**src/rtl/axi_wr_arbiter.sv**
```systemverilog
// axi_wr_arbiter: two-requester round-robin AXI3 write arbiter, one burst owns the master until its B handshake.
// Define AXI_WR_ARB_WLAST_CHECK_EN to generate m_axi_wlast from awlen and flag requester wlast mismatches.
module axi_wr_arbiter #(
    parameter int ADDR_W = 32,
    parameter int DATA_W = 64
) (
    input  logic                aclk,
    input  logic                areset,
    input  logic [ADDR_W-1:0]   s0_awaddr,
    input  logic [3:0]          s0_awlen,
    input  logic                s0_awvalid,
    output logic                s0_awready,
    input  logic [DATA_W-1:0]   s0_wdata,
    input  logic [DATA_W/8-1:0] s0_wstrb,
    input  logic                s0_wlast,
    input  logic                s0_wvalid,
    output logic                s0_wready,
    output logic [1:0]          s0_bresp,
    output logic                s0_bvalid,
    input  logic                s0_bready,
    input  logic [ADDR_W-1:0]   s1_awaddr,
    input  logic [3:0]          s1_awlen,
    input  logic                s1_awvalid,
    output logic                s1_awready,
    input  logic [DATA_W-1:0]   s1_wdata,
    input  logic [DATA_W/8-1:0] s1_wstrb,
    input  logic                s1_wlast,
    input  logic                s1_wvalid,
    output logic                s1_wready,
    output logic [1:0]          s1_bresp,
    output logic                s1_bvalid,
    input  logic                s1_bready,
    output logic [ADDR_W-1:0]   m_axi_awaddr,
    output logic [3:0]          m_axi_awlen,
    output logic                m_axi_awvalid,
    input  logic                m_axi_awready,
    output logic [DATA_W-1:0]   m_axi_wdata,
    output logic [DATA_W/8-1:0] m_axi_wstrb,
    output logic                m_axi_wlast,
    output logic                m_axi_wvalid,
    input  logic                m_axi_wready,
    input  logic [1:0]          m_axi_bresp,
    input  logic                m_axi_bvalid,
    output logic                m_axi_bready,
    output logic [1:0]          grant,
    output logic                err_wlast
);
    typedef enum logic [1:0] {IDLE, ADDR, DATA, RESP} state_t;
    state_t state, state_nxt;
    logic [1:0] grant_nxt;
    logic last_s1, last_s1_nxt;
    logic own1, own_wlast, aw_hs, w_hs, b_hs;
    logic in_addr, in_data, in_resp;

    assign own1 = grant[1];
    assign in_addr = state == ADDR;
    assign in_data = state == DATA;
    assign in_resp = state == RESP;

    // Master side is a pure mux of the owner; everything outside the owning phase reads as zero.
    assign m_axi_awvalid = in_addr && (own1 ? s1_awvalid : s0_awvalid);
    assign m_axi_awaddr  = in_addr ? (own1 ? s1_awaddr : s0_awaddr) : '0;
    assign m_axi_awlen   = in_addr ? (own1 ? s1_awlen : s0_awlen) : 4'd0;
    assign m_axi_wvalid  = in_data && (own1 ? s1_wvalid : s0_wvalid);
    assign m_axi_wdata   = in_data ? (own1 ? s1_wdata : s0_wdata) : '0;
    assign m_axi_wstrb   = in_data ? (own1 ? s1_wstrb : s0_wstrb) : '0;
    assign m_axi_bready  = in_resp && (own1 ? s1_bready : s0_bready);
    assign own_wlast     = own1 ? s1_wlast : s0_wlast;

    assign s0_awready = in_addr && grant[0] && m_axi_awready;
    assign s1_awready = in_addr && grant[1] && m_axi_awready;
    assign s0_wready  = in_data && grant[0] && m_axi_wready;
    assign s1_wready  = in_data && grant[1] && m_axi_wready;
    assign s0_bvalid  = in_resp && grant[0] && m_axi_bvalid;
    assign s1_bvalid  = in_resp && grant[1] && m_axi_bvalid;
    assign s0_bresp   = (in_resp && grant[0]) ? m_axi_bresp : 2'b00;
    assign s1_bresp   = (in_resp && grant[1]) ? m_axi_bresp : 2'b00;

    assign aw_hs = m_axi_awvalid && m_axi_awready;
    assign w_hs  = m_axi_wvalid && m_axi_wready;
    assign b_hs  = m_axi_bvalid && m_axi_bready;

`ifdef AXI_WR_ARB_WLAST_CHECK_EN
    logic [3:0] beat, awlen_q;
    logic gen_wlast, err_q;
    assign gen_wlast   = beat == awlen_q;
    assign m_axi_wlast = in_data && gen_wlast;
    assign err_wlast   = err_q;
    always_ff @(posedge aclk or posedge areset)
        if (areset) begin
            beat    <= 4'd0;
            awlen_q <= 4'd0;
            err_q   <= 1'b0;
        end else begin
            if (aw_hs) begin
                beat    <= 4'd0;
                awlen_q <= m_axi_awlen;
            end else if (w_hs) begin
                beat <= beat + 4'd1;
            end
            if (w_hs && own_wlast != gen_wlast)
                err_q <= 1'b1;
        end
`else
    assign m_axi_wlast = in_data && own_wlast;
    assign err_wlast   = 1'b0;
`endif

    // Handshakes are only possible in their own phase, so the updates below never collide.
    always_comb begin
        state_nxt   = state;
        grant_nxt   = grant;
        last_s1_nxt = last_s1;
        if (state == IDLE && (s0_awvalid || s1_awvalid)) begin
            state_nxt = ADDR;
            grant_nxt = (s0_awvalid && s1_awvalid) ? (last_s1 ? 2'b01 : 2'b10) : (s0_awvalid ? 2'b01 : 2'b10);
        end
        if (aw_hs)
            state_nxt = DATA;
        if (w_hs && m_axi_wlast)
            state_nxt = RESP;
        if (b_hs) begin
            state_nxt   = IDLE;
            grant_nxt   = 2'b00;
            last_s1_nxt = grant[1];
        end
    end

    always_ff @(posedge aclk or posedge areset)
        if (areset) begin
            state   <= IDLE;
            grant   <= 2'b00;
            last_s1 <= 1'b1;
        end else begin
            state   <= state_nxt;
            grant   <= grant_nxt;
            last_s1 <= last_s1_nxt;
        end
endmodule

```
**config.mk**
```make
export PLATFORM = sky130hd
export DESIGN_NAME = axi_wr_arbiter
export DESIGN_NICKNAME = d
export VERILOG_FILES = /design/src/rtl/axi_wr_arbiter.sv
export SDC_FILE = /design/constraint.sdc
export NUM_CORES = 1
export LEC_CHECK = 0
export ABC_AREA = 1
export CAP_MARGIN = 10
export CELL_PAD_IN_SITES_DETAIL_PLACEMENT = 1
export CELL_PAD_IN_SITES_GLOBAL_PLACEMENT = 2
export CORE_MARGIN = 2
export CORE_UTILIZATION = 10
export DETAILED_ROUTE_END_ITERATION = 10
export PLACE_DENSITY = 0.95
export RECOVER_POWER = 25
export SLEW_MARGIN = 5
export SYNTH_ARGS = -nofsm -noshare
export SYNTH_HDL_FRONTEND = slang
export SYNTH_SLANG_ARGS = --single-unit
```
**constraint.sdc**
```tcl
create_clock -name aclk -period 3.8 [get_ports aclk]
set_clock_uncertainty 0.1 [all_clocks]
set_input_delay 1.14 -clock aclk [delete_from_list [all_inputs] [get_ports aclk]]
set_output_delay 1.14 -clock aclk [all_outputs]
set_load 0.1 [all_outputs]
```
==> metrics.txt, run 1 <==
Avg Cell Area, Syn=between 5 and 6 um^2; Hold Buf Count CTS=0; HPWL after detailed placement=about 13000 um; Worst Hold Slack=0.382 ns; Place WS=0.333 ns; Hold Vio Cnt, Final=0; Syn Nets=667; Starting Density=0.102; synth cell count leaders=238 x nand2_1, 58 x a21oi_1, 54 x a21oi_2, 21 x buf_2, 13 x inv_1; port bufs=354; Crit path required time=2.56 ns; mapped cell area=2230 um^2; reg-to-reg critical path endpoint=state[0]; Top Ports=356; Period minus WS final=3.59 ns; gp weighted congestion=0.757; Gate Count Post-Synth=436; status=finished, final reports clean; final critical-path share of the clock period=0.944; PwrDens=around 1000 nW/um^2; Die H=about 150 um; Yosys top cell area share=0.400; Row Count=54; crit end category=primary output; relative slew slack=0.223; reg2reg start=grant[1]; Final Util=0.336; CTS tree=built; Total Routed Length=about 16000 um; register bit total from synthesis=5; via count=4195; Iteration-0 DRC Markers=124; number of flops mapped to enable cells by yosys=0; Cell variety after synth=21; Worst-Skew Late Latency=0.23 ns; LEAKAGE=roughly 2.9 nW; crit-path max FO=3; clock root buffer=clkbuf_16; Primary FF master, synth=dfrtp_1; FF-to-FF path depth=7; Tot Pwr=7.33 mW; vias in the first global route=4484; most frequent cell after synthesis=nand2_1; Post-synth ARST share=1.00; setup slack after layout=0.212 ns; clock-pin slew on the worst setup and hold paths=0.03 ns; setup violators final=0; R2R setup slack=between 1.5 and 2 ns; clock buffer depth=2; post_cts resized=0; Synth area leaders=nand2_1 40%, a21oi_2 21%, a21oi_1 13%; fin nets=995; Post-DRT Antenna Nets=0; global-route wire length before repair=24500 um; share of layout cells above drive strength 1=0.312; gr usage total=0.127; Hold Startpoint=last_s1; Slew @ Worst Pin=1.17 ns; Hold/Removal Path Class=flip-flop to flip-flop; full die area=23600 um^2; highest ir drop seen on vdd=0.554 mV; total negative slack=0 ns; Layout area overhead=229%; Die X=153 um; hold depth=2; synth warn=0; Seq/Total Area, Yosys=0.0566; core area=around 22000 um^2; pin count of the biggest net entering global routing=116; initial antenna violation count=0; GRT overflow=0; number of buffers created by CTS=3; Vias/cell=4.02; Max Cap Viol=0; CTS H-tree lvls=1; number of max-slew violations in the final report=0; area leader, netlist=nand2_1; Clock Sinks=5; crit start category=input pin; DRT Pass-1 Iters=4; Worst EP arrival=2.35 ns; hold endpoint=last_s1; DRC=0; Max Clk Rate=279 MHz; WL per Instance=15.2 um; # Post-CTS Setup Buffers=0; Setup CP Type=input pin to primary output; ant diodes=0; RSZ-0062 raised after global routing=no
## stage by stage
| stage | std cells | cell area [um^2] |
|---|---|---|
| finish | 1043 | 7360 |
| global route | 1043 | 7360 |
| CTS | 1043 | 7490 |
| detailed placement | 1039 | 7410 |
| global placement | 1039 | 7410 |
| floorplan | 436 | 2460 |
## power by group
group / switching (mW) / internal, mW / total (mW)
Clock: 0.0333 / 0.139 / 0.172
Combinational: 4.84 / 2.19 / 7.03
Sequential: 0.0368 / 0.0864 / 0.123
## cells in the final DEF, fill, tap and decap left out
cell,n
dfrtp_1,3
nor2_1,9
dlygate4sd3_1,3
conb_1,1
o21ai_1,1
inv_1,13
nand3_1,2
nor2_2,2
a21oi_2,92
nor2_4,1
clkbuf_1,3
a21oi_1,20
clkbuf_2,4
nand2_1,238
clkbuf_16,3
clkdlybuf4s50_1,227
dfrtp_4,1
dfstp_2,1
o21ai_0,4
buf_4,4
inv_2,3
nor3_2,4
inv_4,2
buf_12,121
nand4_1,1
## state kept, by name, summed over array words and instances, names as in the netlist
signal,cells
grant,2
state,2
last_s1,1
## worst max-delay path by stage
stage	slack, ns	depth (start not counted)	to	start
finish	0.21	4	m_axi_bready	s0_bready
global route	0.13	4	m_axi_bready	s0_bready
CTS	0.32	4	s0_wready	m_axi_wready
detailed placement	0.33	4	s0_wready	m_axi_wready
global placement	0.34	4	s1_wready	m_axi_wready
floorplan	-0.24	5	s1_bresp[0]	grant[1]
## cell families after synthesis
kind of cell | synth area share
AND/OR/NAND/NOR | 0.442
other | 0.00168
buffers and inverters | 0.147
flip-flops | 0.0566
AO/OA/AOI/OAI | 0.353
## worst max-delay path, cell delays in order
cell and delay, ns:
dlygate4sd3_1 0.55, nand2_1 0.06, a21oi_1 0.36, buf_12 0.23
## final cells by class
class / instances / area [um^2]
Clock buffer: 4 / 78.8
Fill cell: 2579 / 14500
Inverter: 18 / 72.6
Multi-Input combinational cell: 375 / 1940
Sequential cell: 5 / 130
Tap cell: 280 / 350
Timing Repair Buffer: 361 / 4780
## layer usage
layer  routed length (um)  track usage  up-vias
met3                 1390       0.0337        9
met5                    0            0        -
met1                 5880        0.138     1943
met4                  123       0.0144        0
met2                 8440        0.250      211
li1                     -            -     2032
(Power assumes the default switching activity.)
==> inputs of run 2 (changes only) <==
--- a/config.mk
+++ b/config.mk
@@ -11,6 +11,7 @@
 export CELL_PAD_IN_SITES_GLOBAL_PLACEMENT = 2
 export CORE_MARGIN = 2
 export CORE_UTILIZATION = 10
+export CTS_BUF_LIST = sky130_fd_sc_hd__clkbuf_4 sky130_fd_sc_hd__clkbuf_8 sky130_fd_sc_hd__clkbuf_16
 export DETAILED_ROUTE_END_ITERATION = 10
 export PLACE_DENSITY = 0.95
 export RECOVER_POWER = 25
==> run 2 against run 1 <==
  * Total power about the same
  * Global-route usage about the same
  * Non-clock buffer count is the same
==> metrics.txt, run 2 (synthesis gave the netlist of run 1 again) <==
vias in the first global route=4471 (-0.29%); largest registers=grant (2), state (2), last_s1 (1); clock buffer depth=2 (unchanged); relative slew slack=0.223 (about the same); highest ir drop seen on vdd=0.556 mV (+0.22%); global-route wire length before repair=24400 um (-0.45%); crit end category=primary output; Row Count=54 (unchanged); commonest non-fill, non-tap cell in the layout=nand2_1; Hold Buf Count CTS=0 (unchanged); pin count of the biggest net entering global routing=116 (unchanged); Max Clk Rate=279 MHz (about the same); setup slack after layout=0.209 ns (-0.00274 ns); Hold/Removal Path Class=flip-flop to flip-flop; Hold Vio Cnt, Final=0 (unchanged); gp weighted congestion=0.757 (unchanged); GRT overflow=0 (unchanged); Worst EP arrival=2.35 ns (about the same); PwrDens=996 nW/um^2 (about the same); Vias/cell=4.01 (-0.24%); post_cts resized=0 (unchanged); Iteration-0 DRC Markers=132 (+6.5%); HPWL after detailed placement=13100 um (unchanged); CTS H-tree lvls=1 (unchanged); DRT Pass-1 Iters=4 (unchanged); Layout area overhead=229% (about the same); Die H=153 um (unchanged); DRC=0 (unchanged); Worst-Skew Late Latency=0.23 ns (about the same); Max Cap Viol=0 (unchanged); crit-path max FO=3 (unchanged); Clock Sinks=5 (unchanged); fin nets=995 (unchanged); Final Util=0.336 (about the same); number of buffers created by CTS=3 (unchanged); via count=4185 (-0.24%); crit start category=input pin; LEAKAGE=2.87 nW (+0.12%); ant diodes=0 (unchanged); RSZ-0062 raised after global routing=no; setup violators final=0 (unchanged); share of layout cells above drive strength 1=0.313 (+0.00131); commonest non-fill, non-tap cells in the layout=238 x nand2_1, 227 x clkdlybuf4s50_1, 121 x buf_12; Starting Density=0.102 (unchanged); Total Routed Length=15800 um (-0.35%); CTS tree=built; Period minus WS final=3.59 ns (+0.00274 ns); number of max-slew violations in the final report=0 (unchanged); Fill cells=2580 (+0.039%); gr usage total=0.126 (-0.000474); final critical-path share of the clock period=0.945 (about the same); clock root buffer=clkbuf_16; Tot Pwr=7.33 mW (about the same); Top Ports=356 (unchanged); # Post-CTS Setup Buffers=0 (unchanged); Slew @ Worst Pin=1.17 ns (-0.000168 ns); Post-DRT Antenna Nets=0 (unchanged); initial antenna violation count=0 (unchanged); status=finished, final reports clean; Place WS=0.333 ns (unchanged); Crit path required time=2.56 ns (about the same); Die X=153 um (unchanged); core area=21900 um^2 (unchanged); clock-pin slew on the worst setup and hold paths=0.03 ns (about the same); Setup CP Type=input pin to primary output; port bufs=354 (unchanged); Worst Hold Slack=0.383 ns (+0.000776 ns); full die area=23600 um^2 (unchanged); WL per Instance=15.1 um (-0.35%)
run 2: worst max-delay path, cell delays in order:
cell and delay [ns]:
dlygate4sd3_1 0.55, nand2_1 0.06, a21oi_1 0.36, buf_12 0.23
run 2: power by group:
group	switching, mW	internal [mW]
Sequential	0.0365	0.0864
Clock	0.0339	0.146
Combinational	4.84	2.19
Total	4.91	2.42
run 2: final timing paths:
kind | start | endpoint | depth (start not counted) | slack [ns]
max | s0_bready | m_axi_bready | 4 | 0.21
min | last_s1 | last_s1 | 2 | 0.38
max reg2reg | grant[1] | state[1] | 7 | 1.71
min reg2reg | last_s1 | last_s1 | 2 | 0.38
max in group asynchronous | areset | last_s1 | 2 | 2.21
min in group asynchronous | areset | state[1] | 2 | 1.15
run 2: final cells by class:
type / instances / area (um^2) / area share
flip-flops and latches: 5 / 130 / 0.0177
clock buffers: 4 / 82.6 / 0.0112
inverters: 18 / 72.6 / 0.00986
repair buffers: 361 / 4780 / 0.650
well taps: 280 / 350 / 0.0476
multi-input cells: 375 / 1940 / 0.264
run 2: per-stage QoR:
step,cell area [um^2],instances,setup TNS [ns]
6_report,7360,1043,0
5_1_grt,7360,1043,0
4_1_cts,7490,1043,0
3_5_place_dp,7410,1039,0
3_3_place_gp,7410,1039,0
2_1_floorplan,2460,436,-0.987
run 2: layer usage:
| metal | part of all wire | track usage |
|---|---|---|
| met5 | 0 | 0 |
| met4 | 0.0058 | 0.0122 |
| met3 | 0.088 | 0.0335 |
| met2 | 0.53 | 0.250 |
| met1 | 0.37 | 0.137 |
